**src/rtl/pipe_skid_stage.sv**
```systemverilog
// rtl/pipe_skid_stage.sv - pipeline stage register with valid/ready handshake, optional skid buffer and flush
module pipe_skid_stage #(
  parameter int                  DATA_W  = 96,
  parameter int                  PC_W    = 32,
  parameter logic [DATA_W-1:0]   NOP_VAL = {DATA_W{1'b0}},
  parameter int                  SKID    = 1
) (
  input  logic              clk,
  input  logic              rst,
  input  logic              flush_i,
  input  logic              up_valid_i,
  output logic              up_ready_o,
  input  logic [PC_W-1:0]   up_pc_i,
  input  logic [DATA_W-1:0] up_data_i,
  output logic              dn_valid_o,
  input  logic              dn_ready_i,
  output logic [PC_W-1:0]   dn_pc_o,
  output logic [DATA_W-1:0] dn_data_o,
  output logic [1:0]        count_o
);

  logic              m_valid;
  logic [PC_W-1:0]   m_pc;
  logic [DATA_W-1:0] m_data;
  logic              s_valid;
  logic              acc;
  logic              xfer;

  assign acc        = up_valid_i & up_ready_o;
  assign xfer       = m_valid & dn_ready_i;
  assign dn_valid_o = m_valid;
  assign dn_pc_o    = m_pc;
  assign dn_data_o  = m_data;
  assign count_o    = {1'b0, m_valid} + {1'b0, s_valid};

  generate
    if (SKID != 0) begin : g_skid
      logic [PC_W-1:0]   s_pc;
      logic [DATA_W-1:0] s_data;

      // Ready comes straight from a flop, so no path from dn_ready_i reaches upstream.
      assign up_ready_o = ~s_valid;

      always_ff @(posedge clk) begin
        if (!rst) begin
          m_valid <= 1'b0;
          m_pc    <= '0;
          m_data  <= NOP_VAL;
          s_valid <= 1'b0;
          s_pc    <= '0;
          s_data  <= NOP_VAL;
        end else if (flush_i) begin
          // The PC is carried through so the bubble still reports where it came from.
          m_valid <= 1'b0;
          m_pc    <= up_pc_i;
          m_data  <= NOP_VAL;
          s_valid <= 1'b0;
        end else if (s_valid) begin
          if (xfer) begin
            m_pc    <= s_pc;
            m_data  <= s_data;
            s_valid <= 1'b0;
          end
        end else if (acc) begin
          if (!m_valid || xfer) begin
            m_valid <= 1'b1;
            m_pc    <= up_pc_i;
            m_data  <= up_data_i;
          end else begin
            s_valid <= 1'b1;
            s_pc    <= up_pc_i;
            s_data  <= up_data_i;
          end
        end else if (xfer) begin
          m_valid <= 1'b0;
        end
      end
    end else begin : g_single
      assign s_valid    = 1'b0;
      assign up_ready_o = ~m_valid | dn_ready_i;

      always_ff @(posedge clk) begin
        if (!rst) begin
          m_valid <= 1'b0;
          m_pc    <= '0;
          m_data  <= NOP_VAL;
        end else if (flush_i) begin
          m_valid <= 1'b0;
          m_pc    <= up_pc_i;
          m_data  <= NOP_VAL;
        end else if (acc) begin
          m_valid <= 1'b1;
          m_pc    <= up_pc_i;
          m_data  <= up_data_i;
        end else if (xfer) begin
          m_valid <= 1'b0;
        end
      end
    end
  endgenerate

endmodule

```
**config.mk**
```make
export PLATFORM = sky130hd
export DESIGN_NAME = pipe_skid_stage
export DESIGN_NICKNAME = d
export VERILOG_FILES = /design/src/rtl/pipe_skid_stage.sv
export SDC_FILE = /design/constraint.sdc
export NUM_CORES = 1
export LEC_CHECK = 0
export CELL_PAD_IN_SITES_DETAIL_PLACEMENT = 0
export CELL_PAD_IN_SITES_GLOBAL_PLACEMENT = 1
export CORE_MARGIN = 2
export CORE_UTILIZATION = 41
export CTS_CLUSTER_DIAMETER = 150
export DETAILED_ROUTE_END_ITERATION = 7
export PLACE_DENSITY_LB_ADDON = 0.1
export SLEW_MARGIN = 5
export SYNTH_ARGS = -nofsm -noshare
export SYNTH_HDL_FRONTEND = slang
export SYNTH_SLANG_ARGS = --single-unit
```
**constraint.sdc**
```tcl
create_clock -name clk -period 2.3 [get_ports clk]
set_clock_uncertainty 0.15 [all_clocks]
set_input_delay 0.345 -clock clk [delete_from_list [all_inputs] [get_ports clk]]
set_output_delay 0.345 -clock clk [all_outputs]
set_load 0.05 [all_outputs]
```
# Word-level counts from Yosys, hierarchy flattened
# Index checks and enable logic that the tools add are counted.
# Widths: inputs -> output; s select.
# op_classes
addsub	1
n_reduce_logical	12
n_eq_ne	3
bitwise_logic	6
n_mux	16
# ops
operator	count
$mux 96	4
$mux 32	5
$reduce_and 3->1	3
$mux 1	7
$reduce_bool 2->1	3
$reduce_bool 3->1	2
$ne 2x1->1 const B	2
$not 1->1	4
$reduce_and 4->1	1
$ne 3x2->1 const B	1
$add 1x1->2	1
$and 1x1->1	2
$reduce_or 2->1	1
$logic_not 1->1	1
$logic_or 1x1->1	1
# totals
elab_cells	44
out_inout_bits	132
in_bits	133
register_bits	258

# Logic depth before layout (Yosys ltp)
# Gate-level depths: netlist (run 1).
# depth
word_depth	6
depth_mapped	6
ltp_nobuf	3

# Worst setup path after synthesis (run 1)
# OpenSTA, ideal clock, no wires.
# synth_timing
path_type	register to register
startpoint	register m_valid (netlist: dn_valid_o)
endpoint	register m_data[48] (netlist: dn_data_o[48])
required_ps	2069
n_path_buf	2
path_slack_ps	413
t_arrival_ps	1655
synth_period_minus_slack_ps	1887
path_stages_with_launch	6
setup_time_ps	81
path_cell_list	dfxtp_1 -> nand2b_1 -> buf_4 -> clkbuf_1 -> a31oi_1 -> a211oi_2
# synth_via
elab_chain_len	4
word_cells_on_any_way	6
cone_classes	eq/ne (1); bitwise (1); reduce/logical (4)
# synth_rtl
element	line_no	text
start, declared	22	logic m_valid;
start signal, assigned	46	m_valid <= 1'b0;
start signal, assigned	54	m_valid <= 1'b0;
start signal, assigned	66	m_valid <= 1'b1;
$and 1x1->1 / $logic_not 1->1 (equally long branches)	30, 65	
$logic_or 1x1->1	65	if (!m_valid || xfer) begin
$reduce_bool 2->1 (no line)	-	
$reduce_and 3->1 (no line) *	-	
end signal, assigned	61	m_data <= s_data;
end signal, assigned	68	m_data <= up_data_i;
end, declared	24	logic [DATA_W-1:0] m_data;
# Every way passes the cells marked *; elsewhere a longest branch is shown, timed or not.
# A chain may end at the register's enable or synchronous reset.

# Worst setup path after layout (run 1)
# layout_timing
startpoint	register m_pc[28] (netlist: dn_pc_o[28])
endpoint	output dn_pc_o[28]
# layout_lines
element	line_no	text
start, declared	23	logic [PC_W-1:0] m_pc;
start signal, assigned	55	m_pc <= up_pc_i;
start signal, assigned	60	m_pc <= s_pc;
start signal, assigned	67	m_pc <= up_pc_i;
end, declared	17	output logic [PC_W-1:0] dn_pc_o,
# No word-level cell between the ends.

==> results of run 1 <==
-- flip-flops by register name, indices dropped and copies added (netlist names) --
name           cells
dn_data_o         96
dn_pc_o           32
dn_valid_o         1
g_skid.s_data     96
g_skid.s_pc       32
s_valid            1
-- area by class of cell --
cell class,instances,area (um^2)
Multi-Input combinational cell,783,5406
Inverter,3,16.27
Fill cell,2451,11790
Antenna cell,2,5.005
Clock buffer,38,809.5
Clock inverter,13,67.56
Timing Repair Buffer,305,3257
Sequential cell,258,5169
Tap cell,341,426.7
-- cells in the final DEF, fill, tap and decap left out, drive strengths merged --
cell	count
clkinv	12
and3	1
dlygate4sd2	1
nand2	1
nand4bb	1
nand2b	4
diode	2
o21ai	129
mux2i	128
clkinvlp	1
nand3	128
a211oi	129
ha	1
or2	1
buf	45
clkbuf	38
a311oi	32
dfxtp	258
and4bb	1
a31o	1
a31oi	96
clkdlybuf4s50	257
inv	3
dlymetal6s2s	2
a21oi	130
-- per-layer routing --
layer  GRT usage  vias up  share of wire
met5           0        -        0.00036
met4     0.06094        2          0.021
met3     0.04651       51          0.073
met2      0.3769      417           0.46
met1      0.3421     4961           0.44
li1            -     4923              -
-- logic make-up (layout without fill, tap and decap cells) --
family | Yosys count | count (layout) | synth area share
AOI/OAI and AO/OA | 517 | 517 | 0.2976
other | 0 | 2 | 0
adders and majority gates | 1 | 1 | 0.001110
and+or+nand+nor | 137 | 137 | 0.06260
DFF | 258 | 258 | 0.4582
muxes | 128 | 128 | 0.1137
buffers and inverters | 162 | 359 | 0.06693
-- repair_timing --
item / in CTS / in global routing
hold buffers: 0 / 0
gates resized for setup: 1 / 2
setup endpoints to repair: 1 / 2
pin swaps: 0 / 0
-- worst max path at each step --
stage | startpoint | end | cells past startpoint
6_report | dn_pc_o[28]$_SDFFE_PN0P_ | dn_pc_o[28] | 1
5_1_grt | dn_pc_o[28]$_SDFFE_PN0P_ | dn_pc_o[28] | 1
4_1_cts | dn_pc_o[28]$_SDFFE_PN0P_ | dn_pc_o[28] | 1
3_5_place_dp | flush_i | g_skid.s_data[81]$_SDFFE_PN0P_ | 5
3_3_place_gp | flush_i | g_skid.s_pc[7]$_SDFFE_PN0P_ | 5
2_1_floorplan | dn_valid_o$_SDFFE_PP0P_ | dn_data_o[48]$_SDFFE_PP0P_ | 5
-- report_power, final --
part           leakage [nW]  internal [mW]  switching [mW]
Sequential             2.10           4.61          0.0875
Combinational          2.53          0.686            1.10
Clock                 0.445           2.46            1.87
==> results.md, run 1 <==
- In this run the core area contains 60 standard-cell rows.
- The tree built by TritonCTS fans out to 258 sinks.
- The nature of the critical path endpoint is an output port.
- The first TritonRoute pass finished after 5 iterations.
- At the pin with the least slew margin, the transition time is 763.3 ps.
- The number of global-route vias before repair came to 9,692.
- Buffers added to address setup during post-CTS repair amount to 0.
- The worst hold path terminates at s_valid$_SDFF_PP0_.
- The category of the worst setup path launch point is a flip-flop.
- The cell family contributing the most delay on the critical path is buffers and inverters.
- The number of placed instances with taps included is 1,690.
- The number of cell instances on the worst register-to-register path is 4.
- The number of setup violations in the final report is 0.
- The first global-routing pass estimated 56,360 um of wire.
- In this run the critical register-to-register path is captured at dn_data_o[35]$_SDFFE_PP0P_.
- In this run the number of H-tree levels came out at 1.
- The number of nets in the synthesized netlist is 1,337.
- The design draws 10.81 mW.
- At the worst endpoint, the arrival time is 1750 ps.
- The maximum clock insertion buffer count is 3.
- The stage delay of the slowest cell on the critical path is 840 ps.
- In this run the static leakage power is 5.078 nW.
- The count of final hold-check violations is 0.
- Buffers placed on the I/O ports in this run total 264.
- At the end of the flow the core is filled with cells to 0.5624.
- The synthesized design contains 0 enable-type register cells.
- The vertical die dimension is 169.8 um.
- Derived from the worst setup path, the maximum achievable clock frequency is 0.4458 GHz.
- The run finished with clean final reports.
- The post-detailed-route wirelength per cell is 20.92 um.
- Timing analysis after detailed placement gives a worst setup slack of 95.18 ps.
- The flop and latch count out of synthesis is 258.
- The floorplan step defined a core boundary enclosing 26,950 um^2.
- The floorplan step defined a die boundary enclosing 28,840 um^2.
- The library cell contributing the largest single delay on the critical path is clkdlybuf4s50_1.
- The wire length after detailed routing is 36,460 um.
- The post-synthesis to final-layout area growth is 34.45%.
- In the global route stage, overall resource usage came out at 0.2411.
- The detailed placement HPWL is 21,160 um.
- TritonCTS built the clock tree.
- For this run, the post-layout net count is 1,514.
- The antenna violation net count after detailed routing is 0.
- The maximum vdd ir drop is 0.5809 mV.
- The combined buffer and inverter count along the critical path is 1.
- For flop-to-flop paths, the worst setup slack is 450 ps.
- Traced cell by cell, the critical path runs through clkdlybuf4s50_1.
- Along the worst hold path, the cell count comes to 2.
- The share of the Yosys chip area taken by registers is 0.4582.
- The root buffer cell chosen for the clock tree is clkbuf_16.
- After detailed placement, the total cell area comes to 14,270 um^2.
- The die is 169.8 um wide.
- The minimum setup slack in the final design is 56.72 ps.
- With fillers left out, the area of the finished cells amounts to 15,160 um^2.
- The dominant cell by count in the synthesized netlist is dfxtp_1.
- The post-route setup TNS is 0 ps.
- Counting instances in the post-synthesis netlist gives the leading cell types as dfxtp_1 (258), a21oi_1 (130), mux2i_1 (128), nand3_1 (128), o21ai_0 (127).
- Max-cap violations in this run came to 0.
- The total standard cell area after synthesis is 11,270 um^2.
- Final hold analysis gives a worst-case slack of 48.17 ps.
- The critical path data required time is 1800 ps.
- The total overflow left after global routing is 0.
- Along the worst path, the maximum fanout reaches 2.
- At the end of routability-driven placement, the weighted congestion stood at 0.7453.
- The startpoint identified for the worst hold timing path is dn_ready_i.
- The initial cell density of the core is 0.4183.
- By area the synthesized netlist is led by dfxtp_1 (46%), mux2i_1 (11%), a211oi_1 (5.9%).
- The post-route fraction of the period consumed by the critical path is 0.9753.
- dfxtp_1 takes more of the synthesized area than any other cell.
- The clock latency on the worst-skew pair is 540 ps.
- The worst register-to-register path begins at s_valid$_SDFF_PP0_.
- The average vias per placed instance is 5.940.
- Leaving out filler cells and counting taps, the final layout contains 1,743.
- The final period demand of the worst path is 2243 ps.
- The initial antenna violation count is 3.
- Detailed routing inserted a total of 10,350 vias.
- For this block, the initial DRC count from the detailed router was 853.
- The largest net degree at the start of global routing is 102.
- Setup repair after global routing left no endpoint under its margin.
- Measured against its own limit, the worst slew margin works out to 0.4911.
- The power density over the cells is 713.2 nW/um^2.
- The main flop type after synthesis is dfxtp_1.
- The count of mapped cells out of synthesis is 1,203.
- The count of pins over their slew limit is 0.
- The fraction of registers with async set/reset is 0.
- The worst hold path belongs to the class input port to flip-flop.
- The share of post-route cells with drive strength above 1 is 0.1029.
- In this run, CTS created clock tree buffers numbering 29.
- The total number of yosys warnings is 0.
- In the routed design, unresolved DRC markers number 0.
- Clock-pin slew was measured on the worst setup and hold paths at 60 ps.
- Averaged over all synthesized cells, the footprint is 9.371 um^2.
- In this run the count of I/O pins placed on the die edge is 265.
- The share of the synthesized area in the top cell type is 0.4582.
- The worst setup path category is flip-flop to output port.
- The distinct cell type count of the synthesized netlist is 25.
(Power assumes the default switching activity.)
==> run 2: changes to the inputs <==
--- a/config.mk
+++ b/config.mk
@@ -5,6 +5,7 @@
 export SDC_FILE = /design/constraint.sdc
 export NUM_CORES = 1
 export LEC_CHECK = 0
+export CAP_MARGIN = 20
 export CELL_PAD_IN_SITES_DETAIL_PLACEMENT = 0
 export CELL_PAD_IN_SITES_GLOBAL_PLACEMENT = 1
 export CORE_MARGIN = 2
@@ -12,6 +13,7 @@
 export CTS_CLUSTER_DIAMETER = 150
 export DETAILED_ROUTE_END_ITERATION = 7
 export PLACE_DENSITY_LB_ADDON = 0.1
+export RECOVER_POWER = 25
 export SLEW_MARGIN = 5
 export SYNTH_ARGS = -nofsm -noshare
 export SYNTH_HDL_FRONTEND = slang
==> run 2 against run 1 <==
Against the previous run: non-clock buffer count stayed put; sequential cell count stayed put; critical path type unchanged; highest routed layer unchanged; core utilization is 0.40 points lower; final area fell by 0.72%; critical endpoint is now dn_pc_o[27]; combinational power about the same; register-to-register slack lost 230 ps; sequential power is essentially flat; final cell count stayed put; total power shrank 0.13%; worst hold slack is essentially flat; clock power barely moved.
==> results.md, run 2 (synthesized netlist as in run 1, its figures left out) <==
- The deepest level of the CTS H-tree is 1 (unchanged).
- TritonCTS built the clock tree.
- The remaining global-route overflow was 0 (unchanged).
- The number of iterations in the first detailed-routing pass was 8 (+3).
- The number of design rule violations left after detail routing is 0 (unchanged).
- The max capacitance violation total is 0 (unchanged).
- The post-CTS setup-driven buffer insertion count is 0 (unchanged).
- The filler cell count is 2,466 (+0.61%).
- The largest driver fanout on the critical path is 2 (unchanged).
- The critical path data required time was 1800 ps (about the same).
- The root buffer cell is clkbuf_16.
- The final period demand of the worst path is 2243 ps (-0.07670 ps).
- The number of top-level pins is 265 (unchanged).
- The die span in x came to 169.8 um (unchanged).
- The worst hold-check path type is input port to flip-flop.
- The number of hold buffers added after cts is 0 (unchanged).
- The largest net degree at the start of global routing is 102 (unchanged).
- The maximum clock insertion buffer count is 3 (unchanged).
- The slowest stage of the critical path is the clkdlybuf4s50_1 cell.
- The end of the worst register-to-register path is g_skid.s_data[43]$_SDFFE_PN0P_.
- The core area is 26,950 um^2 (unchanged).
- The area occupied by multi-input gates is 5330 um^2 (-1.4%).
- The actual transition at the worst max-transition pin was 799.1 ps (+35.73 ps).
- The placer congestion estimate is 0.7453 (unchanged).
- The startpoint of the most critical register-to-register path is dn_valid_o$_SDFFE_PP0P_.
- The initial cell density of the core came to 0.4183 (unchanged).
- The DRC marker count from the first detailed-route iteration was 873 (+2.3%).
- The run finished with clean final reports.
- The worst endpoint data arrival time came to 1750 ps (about the same).
- The vertical die dimension came to 169.8 um (unchanged).
- From synthesis to final layout, the design area changed by 33.49%.
- The post-detailed-route wirelength per cell is 20.96 um (+0.21%).
- The worst setup path is captured at an output port.
- The category of the worst setup path launch point is a flip-flop.
- The overall fraction of global-route tracks in use is 0.2411 (unchanged).
- The worst slack at placement is 95.18 ps (unchanged).
- The met1 layer wirelength in the final routing is 16,480 um (+1.7%).
- Routed signal wires occupy layers up through met5.
- The top cell types in the final layout, fill and taps aside, are dfxtp_1 (257), clkdlybuf4s50_1 (256), a21oi_1 (130).
- The power density over the cells is 717.4 nW/um^2 (+0.59%).
- The library cell used most frequently in the layout, excluding fill and tap cells, is dfxtp_1.
- The share of post-route cells with drive strength above 1 is 0.09071 (-0.01214).
- The number of setup violations in the final report is 0 (unchanged).
- The end of the worst hold path is s_valid$_SDFF_PP0_.
- The number of vias in the routed layout is 10,300 (-0.51%).
- The number of cell instances on the worst register-to-register path is 5 (+1).
- The antenna violation net count after detailed routing is 0 (unchanged).
- The floorplan die area was 28,840 um^2 (unchanged).
- The post-route setup TNS is 0 ps (unchanged).
- The number of placement rows is 60 (unchanged).
- The count of pins over their slew limit was 0 (unchanged).
- The startpoint of the tightest hold check path is dn_ready_i.
- The number of global-route vias before repair is 9,692 (unchanged).
- The number of cells traversed by the worst hold path came to 2 (unchanged).
- The met3 layer wire length in the routed design came to 2438 um (-7.8%).
- The final hold slack is 47.67 ps (-0.4968 ps).
- The initial antenna violation count is 3 (unchanged).
- The sequential cell area is 5169 um^2 (unchanged).
- The core occupancy in the finished layout is 0.5584 (-0.004039).
- The overall power of the completed layout is 10.80 mW (-0.13%).
- The count of final hold-check violations is 0 (unchanged).
- Setup repair after global routing left no endpoint under its margin.
- The critical path is of the flip-flop to output port type.
- The number of port buffers came to 264 (unchanged).
- The critical path goes through clkdlybuf4s50_1.
- The worst relative slew slack was 0.4673 (-0.02382).
- The clock transition at the registers of the reported paths is 60 ps (about the same).
- The worst setup slack for register-to-register paths is 220 ps (-230 ps).
- The wire length of the first global-routing pass came to 56,360 um (unchanged).
- The static leakage came to 5.051 nW (-0.53%).
- The average vias per placed instance is 5.910 (-0.51%).
- The detailed route wirelength on metal2 came to 16,840 um (about the same).
- The clock latency on the worst-skew pair is 540 ps (about the same).
- The total CTS buffers came to 29 (unchanged).
- The post-route fraction of the period consumed by the critical path came to 0.9753 (about the same).
- The number of sinks on the clock net is 258 (unchanged).
- The minimum setup slack in the final design is 56.79 ps (+0.07670 ps).
- The stage delay of the slowest cell on the critical path is 830 ps (about the same).
- The highest clock rate is 0.4458 GHz (about the same).
- The combined buffer and inverter count along the critical path is 1 (unchanged).
- The wire length after detailed routing came to 36,540 um (+0.21%).
- The detailed placement HPWL came to 21,160 um (unchanged).
- Among cell families on the critical path, the largest total delay comes from buffers and inverters.
- The final net count is 1,514 (unchanged).
- The maximum vdd ir drop came to 0.5785 mV (-0.40%).
[run 2: cell count changes in the layout (fill, tap and decap cells not counted), moves of 2 or more]
cell | previous run | this run
a211oi_1 | 89 | 102
a211oi_2 | 40 | 27
buf_12 | 25 | 23
buf_4 | 20 | 18
clkbuf_1 | 4 | 6
clkbuf_4 | 0 | 2
[run 2: area by class of cell]
class                           count  share of cell area
Clock buffer                       38             0.05380
Tap cell                          341             0.02835
Clock inverter                     13            0.004490
Inverter                            3            0.001081
Timing Repair Buffer              305              0.2143
Sequential cell                   258              0.3435
Multi-Input combinational cell    783              0.3542
Antenna cell                        2           0.0003326
[run 2: layer usage]
layer	GRT usage	up-vias
li1	-	4921
met1	0.3421	4971
met2	0.3769	355
met3	0.04651	52
met4	0.06094	2
met5	0	-
[run 2: metrics by stage]
step / instance area (um^2) / instances
2_1_floorplan: 11270 / 1203
3_3_place_gp: 14270 / 1690
3_5_place_dp: 14270 / 1690
4_1_cts: 15150 / 1741
5_1_grt: 15050 / 1743
6_report: 15050 / 1743
[run 2: how the worst max path moves through the flow]
| stage | from | to | slack (ps) | cells after the start |
|---|---|---|---|---|
| detailed placement | flush_i | g_skid.s_data[81]$_SDFFE_PN0P_ | 100 | 5 |
| CTS | dn_pc_o[28]$_SDFFE_PN0P_ | dn_pc_o[28] | 40 | 1 |
| global route | dn_pc_o[28]$_SDFFE_PN0P_ | dn_pc_o[28] | 3 | 1 |
| global placement | flush_i | g_skid.s_pc[7]$_SDFFE_PN0P_ | 120 | 5 |
| finish | dn_pc_o[27]$_SDFFE_PN0P_ | dn_pc_o[27] | 60 | 1 |
| floorplan | dn_valid_o$_SDFFE_PP0P_ | dn_data_o[48]$_SDFFE_PP0P_ | 410 | 5 |
[run 2: report_power, final]
part           switching [mW]  total (mW)  internal [mW]
clock network            1.87        4.33           2.46
logic                    1.09        1.77          0.677
registers              0.0874        4.70           4.61
total                    3.05        10.8           7.75
[run 2: what timing repair did]
| action | CTS | global route |
|---|---|---|
| setup endpoints to repair | 1 | 2 |
| resized for setup | 1 | 2 |
| cloned | 0 | 0 |
==> run 3: changes to the inputs <==
--- a/config.mk
+++ b/config.mk
@@ -5,6 +5,7 @@
 export SDC_FILE = /design/constraint.sdc
 export NUM_CORES = 1
 export LEC_CHECK = 0
+export ABC_AREA = 0
 export CAP_MARGIN = 20
 export CELL_PAD_IN_SITES_DETAIL_PLACEMENT = 0
 export CELL_PAD_IN_SITES_GLOBAL_PLACEMENT = 1
@@ -18,3 +19,4 @@
 export SYNTH_ARGS = -nofsm -noshare
 export SYNTH_HDL_FRONTEND = slang
 export SYNTH_SLANG_ARGS = --single-unit
+export TNS_END_PERCENT = 20
==> results of run 3 <==
The final DEF is identical to that of run 2; final timing and power are the same.
